**src/rtl/jk_latch_driver.sv**
```systemverilog
// jk_latch_driver: initiator for a bank of level-enabled JK latches.
// Takes a target word over a valid/ready handshake, derives set/reset-only
// J/K excitation from the present Q, pulses en for one cycle, waits
// SETTLE_CYCLES, then compares Q against the target and reports the result.
//
// Handshake: a request transfers on a rising clk edge where req_valid and
// req_ready are both high; req_ready is high only in IDLE while rst is low.
// req_valid/req_target are ignored at every other edge and nothing is queued.
//
// Optional build macro JK_DRV_RETRY_EN: a failed check re-drives the bank
// up to MAX_RETRY more times before reporting done.
module jk_latch_driver #(
    parameter int WIDTH         = 4,
    parameter int SETTLE_CYCLES = 2,
    parameter int MAX_RETRY     = 2
) (
    input  logic             clk,
    input  logic             rst,
    input  logic             req_valid,
    output logic             req_ready,
    input  logic [WIDTH-1:0] req_target,
    output logic [WIDTH-1:0] j,
    output logic [WIDTH-1:0] k,
    output logic             en,
    input  logic [WIDTH-1:0] q_fb,
    output logic             done,
    output logic             match,
    output logic [WIDTH-1:0] err_mask,
    output logic [1:0]       state_dbg
);

    typedef enum logic [1:0] {
        S_IDLE   = 2'd0,
        S_DRIVE  = 2'd1,
        S_SETTLE = 2'd2,
        S_CHECK  = 2'd3
    } state_t;

    // Reject out-of-range parameters at elaboration.
    if (SETTLE_CYCLES < 1 || SETTLE_CYCLES > 255) begin : g_bad_settle
        $error("SETTLE_CYCLES out of range 1..255");
    end
    if (MAX_RETRY < 0 || MAX_RETRY > 15) begin : g_bad_retry
        $error("MAX_RETRY out of range 0..15");
    end

    localparam logic [7:0] SETTLE_LOAD = 8'(SETTLE_CYCLES - 1);

    state_t           state, state_nxt;
    logic [WIDTH-1:0] target, target_nxt;
    logic [7:0]       cnt, cnt_nxt;
    logic [WIDTH-1:0] j_nxt, k_nxt, err_nxt;
    logic             en_nxt, done_nxt, match_nxt;
`ifdef JK_DRV_RETRY_EN
    localparam logic [3:0] RETRY_LIMIT = 4'(MAX_RETRY);
    logic [3:0] retry, retry_nxt;
`endif

    assign req_ready = (state == S_IDLE) && !rst;
    assign state_dbg = state;

    // Register FSM state and all registered outputs; reset abandons any request.
    always_ff @(posedge clk or posedge rst) begin
        if (rst) begin
            state    <= S_IDLE;
            target   <= '0;
            cnt      <= '0;
            j        <= '0;
            k        <= '0;
            en       <= 1'b0;
            done     <= 1'b0;
            match    <= 1'b0;
            err_mask <= '0;
`ifdef JK_DRV_RETRY_EN
            retry    <= '0;
`endif
        end else begin
            state    <= state_nxt;
            target   <= target_nxt;
            cnt      <= cnt_nxt;
            j        <= j_nxt;
            k        <= k_nxt;
            en       <= en_nxt;
            done     <= done_nxt;
            match    <= match_nxt;
            err_mask <= err_nxt;
`ifdef JK_DRV_RETRY_EN
            retry    <= retry_nxt;
`endif
        end
    end

    // Next-state and output decode. Excitation only ever sets (j) or resets (k)
    // a bit; j=k=1 would toggle repeatedly while the level enable is open.
    always_comb begin
        state_nxt  = state;
        target_nxt = target;
        cnt_nxt    = cnt;
        j_nxt      = '0;
        k_nxt      = '0;
        en_nxt     = 1'b0;
        done_nxt   = 1'b0;
        match_nxt  = match;
        err_nxt    = err_mask;
`ifdef JK_DRV_RETRY_EN
        retry_nxt  = retry;
`endif
        case (state)
            S_IDLE: begin
                if (req_valid) begin
                    target_nxt = req_target;
                    j_nxt      = ~q_fb & req_target;
                    k_nxt      = q_fb & ~req_target;
                    en_nxt     = 1'b1;
                    state_nxt  = S_DRIVE;
`ifdef JK_DRV_RETRY_EN
                    retry_nxt  = '0;
`endif
                end
            end
            S_DRIVE: begin
                cnt_nxt   = SETTLE_LOAD;
                state_nxt = S_SETTLE;
            end
            S_SETTLE: begin
                if (cnt == 8'd0) begin
                    state_nxt = S_CHECK;
                end else begin
                    cnt_nxt = cnt - 8'd1;
                end
            end
            S_CHECK: begin
`ifdef JK_DRV_RETRY_EN
                if ((q_fb != target) && (retry < RETRY_LIMIT)) begin
                    retry_nxt = retry + 4'd1;
                    j_nxt     = ~q_fb & target;
                    k_nxt     = q_fb & ~target;
                    en_nxt    = 1'b1;
                    state_nxt = S_DRIVE;
                end else begin
                    done_nxt  = 1'b1;
                    match_nxt = (q_fb == target);
                    err_nxt   = q_fb ^ target;
                    state_nxt = S_IDLE;
                end
`else
                done_nxt  = 1'b1;
                match_nxt = (q_fb == target);
                err_nxt   = q_fb ^ target;
                state_nxt = S_IDLE;
`endif
            end
            default: state_nxt = S_IDLE;
        endcase
    end

endmodule

```
**config.mk**
```make
export PLATFORM = sky130hd
export DESIGN_NAME = jk_latch_driver
export DESIGN_NICKNAME = d
export VERILOG_FILES = /design/src/rtl/jk_latch_driver.sv
export SDC_FILE = /design/constraint.sdc
export NUM_CORES = 1
export LEC_CHECK = 0
export ABC_AREA = 1
export BUFFER_PORTS_ARGS = -buffer_cell sky130_fd_sc_hd__buf_4
export CAP_MARGIN = 10
export CORE_AREA = 2 2 71 73
export CTS_CLUSTER_DIAMETER = 40
export DETAILED_ROUTE_END_ITERATION = 10
export DIE_AREA = 0 0 73 75
export SYNTH_ARGS = -nofsm -noshare
export SYNTH_HDL_FRONTEND = slang
export SYNTH_SLANG_ARGS = --single-unit
export TNS_END_PERCENT = 100
```
**constraint.sdc**
```tcl
create_clock -name clk -period 1.25 [get_ports clk]
set_input_delay 0.0625 -clock clk [delete_from_list [all_inputs] [get_ports clk]]
set_output_delay 0.0625 -clock clk [all_outputs]
set_load 0.05 [all_outputs]
```
==> flow_summary_export.csv <==
group,metric,value,unit
clock_network,tritoncts.num_buffers,5,
floorplanning,design.die.area,5480,sq um
sta,grt_setup_unrepaired,"yes",
routing,first_drt_pass_iteration_count,4,
grt,grt_first_pass_wirelength,5.47,mm
min_path,timing.hold.worst.class,"in -> reg",
sta,fin_crit,1.31,ns
place,detailed_place_hpwl,2.21,mm
routing,routed_wire_length_per_instance,11.7,um
final_layout,final_cells,270,
clock_network,clkTransAtPathRegs,0.06,ns
grt,grt_max_degree,30,
routing,antenna_left,0,
synthesis,ys_top_cells_by_area,"sky130_fd_sc_hd__dfrtp_1 (53%), sky130_fd_sc_hd__nand2_1 (10%), sky130_fd_sc_hd__nor2_1 (4.6%)",
sta,setup_viol,6,
worst_setup_path,r2r-end,"cnt[0]$_DFFE_PP0P_",
worst_setup_path,critical_path_endpoint,"req_ready",
floorplanning,num_io_pins,29,
final_layout,total_area_of_sequential_cells,729,sq um
sta,final_setup_skew,0.00236,ns
final_layout,post_route_cells_drive_above_1_share,0.421,
place,gp_congestion,0.816,
worst_setup_path,worst-path-max-fanout,3,
worst_setup_path,critical_path_cell_count,5,
sta,maximum_clock_frequency,0.764,GHz
pwr,report.power.total,5.88,mW
grt,total_gr_overflow,0,
worst_setup_path,worst_r2r_startpoint,"cnt[1]$_DFFE_PP0P_",
floorplanning,die_x,73,um
clock_network,htree_levels,2,
pwr,maximum_vdd_drop,1.35,mV
routing,via_count_of_the_routed_design,1153,
synthesis,top_area_cell_type_share_of_the_netlist_area,0.526,
routing,drcViolationCount,0,
sta,worst_pin_slew,0.371,ns
place,place.detailed.instances,243,
clock_network,ctsRootBufferMaster,"sky130_fd_sc_hd__clkbuf_8",
final_layout,finish.net_count,231,
routing,routed_wirelength,3.16,mm
worst_setup_path,critPathRequiredTime,1.19,ns
worst_setup_path,cp_num_buf_inv,3,
synthesis,postSynthRegisterBits,29,
clock_network,tritoncts,"built",
floorplanning,fp.dieH,75,um
worst_setup_path,r2r_slack,-0.02,ns
sta,finalMaxSlewViolations,0,
clock_network,numClockSinks,29,
grt,global_route.usage.total,0.133,
worst_setup_path,cp.arrival,1.25,ns
floorplanning,placementRows,25,
final_layout,fillCellCount,455,
sta,max_slew_margin,0.752,
worst_setup_path,worstSetupPathType,"reg -> out",
final_layout,multi_input_area,657,sq um
worst_setup_path,worst-r2r-cell-count,9,
synthesis,post_syn_area,1380,sq um
worst_setup_path,crit_family,"flip-flops",
status,run_status,"finished with violations",
grt,via_count_of_the_first_global_routing_pass,1169,
final_layout,syn2layout_area_growth,52.9,%
sta,fin_ws,-0.0585,ns
synthesis,syn_area_per_cell,9.01,sq um
synthesis,ys_types,21,
synthesis,synth_area_leader_cell,"sky130_fd_sc_hd__dfrtp_1",
clock_network,clock_latency,0.28,ns
floorplanning,core_area,4660,sq um
pwr,p_leak,1.07,nW
synthesis,cell_count_after_synthesis,153,
routing,detail_route.vias_per_cell,4.27,
synthesis,nets_in_the_synthesized_netlist,169,
floorplanning,initial_utilization,0.296,
sta,timing_hold_violations_final,0,
worst_setup_path,worstSetupStartpoint,"state_dbg[0]$_DFFE_PP0P_",
worst_setup_path,critical-path-slowest-cell,"sky130_fd_sc_hd__dfrtp_2",
worst_setup_path,critical_path.cell_chain,"inv_4 -> ha_4 -> inv_2 -> nor2_2 -> buf_6",
worst_setup_path,endpoint_kind,"primary output",
synthesis,synth.yosys.warnings,0,
status,failing_checks,"negative setup slack",
clock_network,clk_path_buf_depth,2,
final_layout,n_antenna_cell,0,
place,io_buffers,28,
sta,period_share,1.05,
pwr,power.density_cell_area,2790,nW/um^2
grt,antenna_found_initial,0,
worst_setup_path,critPathLaunchType,"flip-flop",
flow_run,drv_cap,0,
routing,initialDrtViolationCount,65,
synthesis,synth_sequential_area_ratio,0.526,
worst_setup_path,cp_slowest_stage_delay,0.43,ns
tightest hold or removal path: stages:
cell                      delay, ns
sky130_fd_sc_hd__buf_4         0.09
sky130_fd_sc_hd__nand2_2       0.12
sky130_fd_sc_hd__inv_4         0.11
Yosys cell counts (all sizes together):
master and instances:
a21oi 2, dfrtp 29, ha 5, inv 22
nand2 42, nand3 9, nand4 5, nor2 18
nor3 5, o21ai 10, or2 1, xnor2 3
xor2 2
placed cells by master (no fill, tap or decap), drive strengths merged:
| cell type | Yosys | final |
|---|---|---|
| a21oi | 2 | 2 |
| buf | 0 | 45 |
| bufinv | 0 | 1 |
| clkbuf | 0 | 7 |
| dfrtp | 29 | 29 |
| dlygate4sd3 | 0 | 9 |
| ha | 5 | 5 |
| inv | 22 | 22 |
| nand2 | 42 | 43 |
| nand3 | 9 | 9 |
| nand4 | 5 | 5 |
| nor2 | 18 | 18 |
| nor3 | 5 | 5 |
| o21ai | 10 | 10 |
| or2 | 1 | 1 |
| xnor2 | 3 | 3 |
| xor2 | 2 | 2 |
area by class of cell:
class	instances	area share
Clock buffer	7	0.0409
Clock inverter	1	0.0142
Inverter	22	0.0427
Multi-Input combinational cell	103	0.312
Sequential cell	29	0.346
Tap cell	54	0.0320
Timing Repair Buffer	54	0.212
stage by stage:
stage	hold WS, ns	setup slack [ns]	setup TNS [ns]	utilization	instance area, sq um
4_1_cts	0.144	-0.0457	-0.0959	0.445	2070
6_report	0.153	-0.0585	-0.116	0.452	2110
3_5_place_dp	0.180	-0.0158	-0.0162	0.380	1770
5_1_grt	0.173	-0.114	-0.815	0.452	2110
2_1_floorplan	0.128	-0.0586	-0.167	-	1430
3_3_place_gp	0.183	0.0102	0	0.380	1770
kinds of logic (layout without fill, tap and decap cells):
logic type	count (synthesis)	count (layout)	synth area share
simple gates	80	81	0.285
flops	29	29	0.526
buf+inv	22	84	0.0599
compound gates	12	12	0.0517
fa+ha+maj	5	5	0.0454
xor+xnor	5	5	0.0318
where the power goes:
| part | total, mW | switching (mW) | internal (mW) |
|---|---|---|---|
| Clock | 1.01 | 0.359 | 0.649 |
| Combinational | 3.35 | 2.00 | 1.35 |
| Sequential | 1.52 | 0.247 | 1.28 |
registers in the layout, indices dropped and copies added, names as in the netlist:
| signal | count |
|---|---|
| en | 1 |
| err_mask | 4 |
| cnt | 8 |
| state_dbg | 2 |
| target | 4 |
| j | 4 |
| match | 1 |
| k | 4 |
| done | 1 |
per-layer routing:
metal,GRT usage,routed length (um),vias to the layer above
met3,0.0321,109,8
met5,0,0,-
li1,-,-,603
met2,0.217,1540,22
met1,0.166,1440,520
met4,0.0638,66,0
repair_timing:
action,4_1_cts,5_1_grt
hold buffers,9,0
resized for setup,4,7
setup buffers,8,1
setup endpoints to repair,6,13
hold endpoints to repair,37,0
cloned,1,0
pin swaps,1,3
worst min-delay path by stage:
stage / slack [ns] / to / cells past startpoint / startpoint
2_1_floorplan: 0.13 / k[0]$_DFF_PP0_ / 1 / req_target[0]
3_3_place_gp: 0.18 / j[3]$_DFF_PP0_ / 3 / rst
3_5_place_dp: 0.18 / k[3]$_DFF_PP0_ / 3 / rst
4_1_cts: 0.14 / state_dbg[1]$_DFFE_PP0P_ / 4 / req_valid
5_1_grt: 0.17 / en$_DFF_PP0_ / 3 / req_valid
6_report: 0.15 / en$_DFF_PP0_ / 3 / req_valid
Power figures use the tool's default switching activity.
